===== src/rtl/serial_packet_tx.sv =====
// rtl/serial_packet_tx.sv - single-wire frame transmitter: start bit, {port,len} header, N payload bits, stop bit
module serial_packet_tx #(
  parameter int LEN_W  = 4,
  parameter int PORT_W = 2,
  parameter int DATA_W = 15
) (
  input  logic              clk,
  input  logic              reset,
  input  logic              start,
  input  logic [PORT_W-1:0] port,
  input  logic [LEN_W-1:0]  len,
  input  logic [DATA_W-1:0] data,
  output logic              serout,
  output logic              busy,
  output logic              done
);

  localparam int HDR_W = PORT_W + LEN_W;
  localparam int CNT_W = $clog2(HDR_W);

  typedef enum logic [2:0] {
    IDLE  = 3'd0,
    START = 3'd1,
    HDR   = 3'd2,
    PAY   = 3'd3,
    STOP  = 3'd4
  } state_t;

  state_t             state_q, state_d;
  logic [HDR_W-1:0]   hdr_q, hdr_d;
  logic [DATA_W-1:0]  data_q, data_d;
  logic [LEN_W-1:0]   len_q, len_d;
  logic [CNT_W-1:0]   hdr_cnt_q, hdr_cnt_d;
  logic [LEN_W-1:0]   pay_cnt_q, pay_cnt_d;
  logic               serout_q, serout_d;
  logic               busy_q, busy_d;
  logic               done_q, done_d;

  // serout_d is the bit for the state being entered, so serout is a plain flop
  always_comb begin
    state_d   = state_q;
    hdr_d     = hdr_q;
    data_d    = data_q;
    len_d     = len_q;
    hdr_cnt_d = hdr_cnt_q;
    pay_cnt_d = pay_cnt_q;
    serout_d  = serout_q;
    busy_d    = busy_q;
    done_d    = 1'b0;

    case (state_q)
      IDLE: begin
        serout_d = 1'b1;
        busy_d   = 1'b0;
        if (start) begin
          hdr_d    = {port, len};
          data_d   = data;
          len_d    = len;
          state_d  = START;
          serout_d = 1'b0;
          busy_d   = 1'b1;
        end
      end
      START: begin
        state_d   = HDR;
        hdr_cnt_d = '0;
        serout_d  = hdr_q[HDR_W-1];
      end
      HDR: begin
        if (hdr_cnt_q == CNT_W'(HDR_W-1)) begin
          if (len_q != '0) begin
            state_d   = PAY;
            pay_cnt_d = len_q;
            serout_d  = data_q[len_q - LEN_W'(1)];
          end else begin
            state_d  = STOP;
            serout_d = 1'b1;
          end
        end else begin
          hdr_cnt_d = hdr_cnt_q + CNT_W'(1);
          serout_d  = hdr_q[CNT_W'(HDR_W-2) - hdr_cnt_q];
        end
      end
      PAY: begin
        // pay_cnt_q counts bits remaining including the one on the wire
        if (pay_cnt_q == LEN_W'(1)) begin
          state_d  = STOP;
          serout_d = 1'b1;
        end else begin
          pay_cnt_d = pay_cnt_q - LEN_W'(1);
          serout_d  = data_q[pay_cnt_q - LEN_W'(2)];
        end
      end
      STOP: begin
        state_d  = IDLE;
        serout_d = 1'b1;
        busy_d   = 1'b0;
        done_d   = 1'b1;
      end
      default: begin
        state_d  = IDLE;
        serout_d = 1'b1;
        busy_d   = 1'b0;
      end
    endcase
  end

  always_ff @(posedge clk) begin
    if (!reset) begin
      state_q   <= IDLE;
      hdr_q     <= '0;
      data_q    <= '0;
      len_q     <= '0;
      hdr_cnt_q <= '0;
      pay_cnt_q <= '0;
      serout_q  <= 1'b1;
      busy_q    <= 1'b0;
      done_q    <= 1'b0;
    end else begin
      state_q   <= state_d;
      hdr_q     <= hdr_d;
      data_q    <= data_d;
      len_q     <= len_d;
      hdr_cnt_q <= hdr_cnt_d;
      pay_cnt_q <= pay_cnt_d;
      serout_q  <= serout_d;
      busy_q    <= busy_d;
      done_q    <= done_d;
    end
  end

  // a payload longer than the data register cannot be framed
  always_ff @(posedge clk) begin
    if (reset && state_q == IDLE && start) begin
      assert (int'(len) <= DATA_W);
    end
  end

  assign serout = serout_q;
  assign busy   = busy_q;
  assign done   = done_q;

endmodule

===== config.mk =====
export PLATFORM = sky130hd
export DESIGN_NAME = serial_packet_tx
export DESIGN_NICKNAME = d
export VERILOG_FILES = /design/src/rtl/serial_packet_tx.sv
export SDC_FILE = /design/constraint.sdc
export NUM_CORES = 1
export LEC_CHECK = 0
export ABC_CLOCK_PERIOD_IN_PS = 1800
export CAP_MARGIN = 25
export CORE_UTILIZATION = 25
export CTS_CLUSTER_SIZE = 8
export DETAILED_ROUTE_END_ITERATION = 10
export HOLD_SLACK_MARGIN = 0.12
export PLACE_DENSITY_LB_ADDON = 0.08
export SYNTH_ARGS = -nofsm -noshare
export SYNTH_HDL_FRONTEND = slang
export SYNTH_SLANG_ARGS = --single-unit

===== constraint.sdc =====
create_clock -name clk -period 1.8 [get_ports clk]
set_input_delay 0.36 -clock clk [delete_from_list [all_inputs] [get_ports clk]]
set_output_delay 0.36 -clock clk [all_outputs]
set_load 0.01 [all_outputs]

Word-level counts from Yosys, hierarchy flattened
Cells that the tools add are included.

Flip-flop bits (word level): 38. Bits in latches: 0. Bits in writable memories: 0. Memory bits (read-only): 0. Input port bits: 24. Output and inout bits: 3. Logic and storage cells: 63. Memories kept: 0.

Add/subtract/negate cells: 5. Multipliers: 0. Divide/modulo/power cells: 0. $lt $le $gt $ge: 3. Equal/unequal tests: 12. Shifts and indexed selects: 0. Mux-type cells: 25. Bitwise operators: 0. Reductions and logical operators: 9.

Operators with widths (count): 3-bit two-way mux (5); 4-bit two-way mux (3); 2-bit != test (second input constant) (6); 3-bit one-hot mux with 4 select lines (1); 4-bit by 5-bit less-than comparator with 1-bit output (second input constant) (2); 1-bit two-way mux (9); 1-bit binary-select mux with 4-bit select (2); 4-bit one-hot mux with 2 select lines (1); 4-bit by 1-bit subtractor with 4-bit output (second input constant) (2); 3-bit by 2-bit equality test with 1-bit output (second input constant) (2); 3-bit equality test (second input constant) (2); 3-bit one-hot mux with 2 select lines (1); 4-bit by 1-bit equality test with 1-bit output (second input constant) (1); 3-bit by 4-bit less-than comparator with 1-bit output (second input constant) (1); 1-bit one-hot mux with 4 select lines (1); 2-bit AND reduction (2); 4-bit AND reduction (1); 2-bit nonzero test (2); 4-bit nonzero test (1); 4-bit by 2-bit subtractor with 4-bit output (second input constant) (1); 3-bit by 1-bit adder with 3-bit output (second input constant) (1); 1-bit binary-select mux with 3-bit select (1); 3-bit by 1-bit equality test with 1-bit output (second input constant) (1); 3-bit zero test (1); 4 further kinds (4).

Logic depth before layout (Yosys ltp)
Word-level depth: 6. Depth in mapped cells: 9. Mapped depth without buffers: 8.

Worst setup path before layout
Ideal clock, no wire load.

Path type: flip-flop to flip-flop. From: reg hdr_cnt_q[0]. To: reg serout_q, in the netlist serout. Setup time: 123 ps. Data arrival time: 1748 ps. Required time: 1677 ps. Path slack: -71 ps. Stages on the path, launching flop included: 9. Buffers on the path: 0. Clock period less this slack: 1871 ps. Cells stage by stage: dfxtp_1 -> inv_1 -> ha_1 -> mux4_2 -> or2_1 -> a21oi_1 -> a21oi_1 -> a41oi_1 -> o21ai_1.

Longest elaborated chain between the ends: 5. Elaborated cells on any way between the ends: 6. Classes of those cells: add/sub: 1; eq/ne: 1; mux: 4.

Ends and longest elaborated chain: start: declaration (RTL line 33) `logic [CNT_W-1:0] hdr_cnt_q, hdr_cnt_d;`; start signal: assignment (RTL line 124) `hdr_cnt_q <= hdr_cnt_d;`; 3-bit subtractor (RTL line 81) `serout_d = hdr_q[CNT_W'(HDR_W-2) - hdr_cnt_q];`; 1-bit binary-select mux with 3-bit select (RTL line 81); 1-bit two-way mux (not written as such) (RTL line 81); 1-bit two-way mux * (RTL line 70) `if (hdr_cnt_q == CNT_W'(HDR_W-1)) begin`; 1-bit one-hot mux with 4 select lines * (RTL line 51) `case (state_q)`; end signal: assignment (RTL line 126) `serout_q <= serout_d;`; end: declaration (RTL line 35) `logic serout_q, serout_d;`.

Mark *: on every way between the ends. The rest lies on a longest branch, timed or not. The select of a mux whose other input is x is not followed. A chain may end at the register's enable or synchronous reset.

Worst setup path in the final report
From: reg hdr_q[0]. To: reg serout_q, in the netlist serout.

Longest elaborated chain between the ends: 4.

Ends and longest elaborated chain: start: declaration (RTL line 30) `logic [HDR_W-1:0] hdr_q, hdr_d;`; start signal: assignment (RTL line 121) `hdr_q <= hdr_d;`; 1-bit binary-select mux with 3-bit select (RTL line 81); 1-bit two-way mux (not written as such) (RTL line 81); 1-bit two-way mux (RTL line 70); 1-bit one-hot mux with 4 select lines (RTL line 51).

Every way passes these cells. The select of a mux whose other input is x is not followed.

==> impl_metrics.py <==
metrics = {
    "synthesis": {
        "synth_cell_types": 36,
        "syn-cell-area_um2": 2021,
        "yosys.area.top_type_share_pct": 33.68,
        "synth_nets": 269,
        "ys_async_sr_fraction_pct": 0,
        "avgSynthCellArea_um2": 8.562,
        "ys.flop_type": "dfxtp_1",
        "yosys-top-cells-count": "nand2_1, dfxtp_1, a21boi_0",
        "yosysMostFrequentCell": "nand2_1",
        "synth-seq-cells": 34,
        "ys_seq_area_share_pct": 33.68,
        "yosysWarnings": 0,
        "synth_edf_count": 0,
        "postSynthCellCount": 236,
        "synth_top_cell_by_area": "dfxtp_1",
        "synth.top_cells.by_area": "dfxtp_1, nand2_1, a21boi_0",
    },
    "outcome": {
        "status": "completed",
    },
    "timing": {
        "setup_viol": 0,
        "min_period_ns": 1.757,
        "finalSetupTns_ns": 0,
        "worst_pin_slew_ns": 0.3351,
        "hold_viol": 0,
        "rsz0062_at_grt": "yes",
        "drv_slew": 0,
        "skew_ns": 0.005444,
        "finalCritPeriodShare_pct": 97.59,
        "slew_headroom_pct": 77.42,
        "max_freq_mhz": 569.3,
    },
    "placement": {
        "numPlacedInstances": 378,
        "dpl_cell_area_um2": 2541,
        "gp_congestion": 0.7334,
        "dp_hpwl_mm": 3.884,
        "portBuffers": 26,
    },
    "global_route": {
        "grt-busiest-layer": "met2",
        "use_met3_pct": 2.819,
        "grt_pass1_vias": 1751,
        "grt_use_total_pct": 13.34,
        "grt_pass1_wl_mm": 8.742,
        "grt_use_met1_pct": 18.76,
        "grt-ovfl-total": 0,
        "grt_max_degree": 31,
        "antenna_found_initial": 0,
        "grt_util_met2_pct": 20.40,
    },
    "cts": {
        "hold_buffers": 0,
        "cts_buffer_depth": 2,
        "clock-sinks": 34,
        "clkTransAtPathRegs_ns": 0.08,
        "clock_latency_ns": 0.28,
        "tritoncts": "yes",
        "cts_made_buffers": 5,
        "htree_levels": 2,
        "clock-root-buffer": "clkbuf_8",
    },
    "pwr": {
        "power.leakage_nw": 1.015,
        "max-vdd-ir-drop_uv": 522.0,
        "power_per_cell_area_nw_per_um2": 1233,
    },
    "setup_path": {
        "worstPathArrival_ns": 1.93,
        "critPathRequiredTime_ns": 1.97,
        "critPathCaptureType": "flop",
        "cp_common_cell": "or3_4",
        "startpoint_type": "flop",
        "crit_path_cell_trace": "buf_6 -> or3_4 -> or3_4 -> a21oi_2 -> nand2_1 -> a41oi_2 -> o21ai_1",
        "crit_path_top_delay_cell": "or3_4",
        "crit_type": "flop to flop",
        "critical-path-max-stage-delay_ns": 0.38,
        "crit_fanout": 5,
    },
    "route": {
        "via_per_inst": 4.447,
        "drtIter0Drc": 79,
        "routed_wl_mm": 5.101,
        "wl_per_cell_um": 13.18,
        "drcViolationCount": 0,
        "ant_nets": 0,
        "via_count": 1721,
        "drt_pass1_iterations": 4,
    },
    "cells_and_area": {
        "fin_cells": 387,
        "fillers": 837,
        "layout.nets": 317,
        "diodes": 0,
        "drive_gt1_share_pct": 23.16,
        "final_util_pct": 35.42,
        "syn2layout_area_growth_pct": 36.16,
        "final_area_um2": 2751,
    },
    "floorplanning": {
        "ioPinCount": 27,
        "dieArea_um2": 8447,
        "initial_core_util_pct": 26.01,
        "die_w_um": 91.91,
        "die_y_um": 91.91,
        "coreArea_um2": 7767,
        "rows": 32,
    },
    "run": {
        "cap_violations": 0,
    },
    "min_path": {
        "hold_class": "flop to flop",
    },
}
-- cell families (layout without fill, tap and decap cells) --
logic type	Yosys count	after routing	synth area share, %
AO/OA/AOI/OAI	57	57	18.70
XOR/XNOR	3	3	1.672
adder cells (fa/ha/maj)	9	9	5.573
buffers and inverters	21	70	6.254
flip-flops	34	34	33.68
multiplexers	16	16	12.26
AND/OR/NAND/NOR	96	96	21.86
-- final timing paths --
| check | start | end | slack (ns) | cells after the start |
|---|---|---|---|---|
| worst max register to register | hdr_q[0]$_SDFFE_PN0P_ | serout$_SDFF_PN1_ | 0.04 | 7 |
| worst max-delay path | hdr_q[0]$_SDFFE_PN0P_ | serout$_SDFF_PN1_ | 0.04 | 7 |
| worst min-delay path | data_q[1]$_SDFFE_PN0P_ | data_q[1]$_SDFFE_PN0P_ | 0.47 | 2 |
| worst min register to register | data_q[1]$_SDFFE_PN0P_ | data_q[1]$_SDFFE_PN0P_ | 0.47 | 2 |
-- stage by stage --
step                      power, mW  hold WS, ns  setup WS, ns
after global placement        2.688       0.4669       0.03275
final                         3.392       0.4728       0.04345
after global routing          3.671       0.4986      -0.05563
after detailed placement      2.676       0.4677      -0.02614
after floorplan               2.079       0.4428     -0.004427
after CTS                     3.376       0.4791      0.006177
-- critical path, delay by kind of cell (launching register included) --
family	cells	cell delay, ns
simple gates	3	0.82
buf+inv	1	0.13
compound gates	3	0.36
flops	1	0.34
-- what timing repair did --
item                                    in CTS  in global routing
endpoints found under the setup margin       1                  5
pin swaps                                    1                  8
setup buffers                                0                  1
gates resized for setup                      8                 14
-- area by class of cell --
cell class	instances	area, um2	area share (%)
clock inverters	2	12.51	0.4548
inverters	8	30.03	1.091
flip-flops and latches	34	685.7	24.92
multi-input cells	181	1314	47.75
well taps	102	127.6	4.638
clock buffers	6	82.58	3.001
repair buffers	54	499.2	18.14
-- per-layer routing --
metal / part of all wire, % / wire length, um
met1: 52 / 2674
met2: 43 / 2198
met3: 3.5 / 176
met4: 1.0 / 51
met5: 0 / 0
-- placed cells by master, fill, tap and decap left out, types with 7 or more instances in the layout --
cell type        count
clkdlybuf4s50_1     26
buf_4               25
dfxtp_1             30
nor2_1              10
a21boi_0            24
nand2_1             57
a21oi_1             10
o21ai_0             12
mux2i_1              8
mux4_2               7
-- sequential cells by signal, indices dropped and copies added, names as in the netlist --
register	flops
done	1
busy	1
hdr_cnt_q	3
state_q	3
hdr_q	6
pay_cnt_q	4
serout	1
data_q	15
-- power by group --
group / internal (mW) / switching, mW
Sequential: 0.921 / 0.154
Clock: 0.308 / 0.295
Combinational: 0.897 / 0.816
Note: power is estimated with default switching activity, not from simulation.
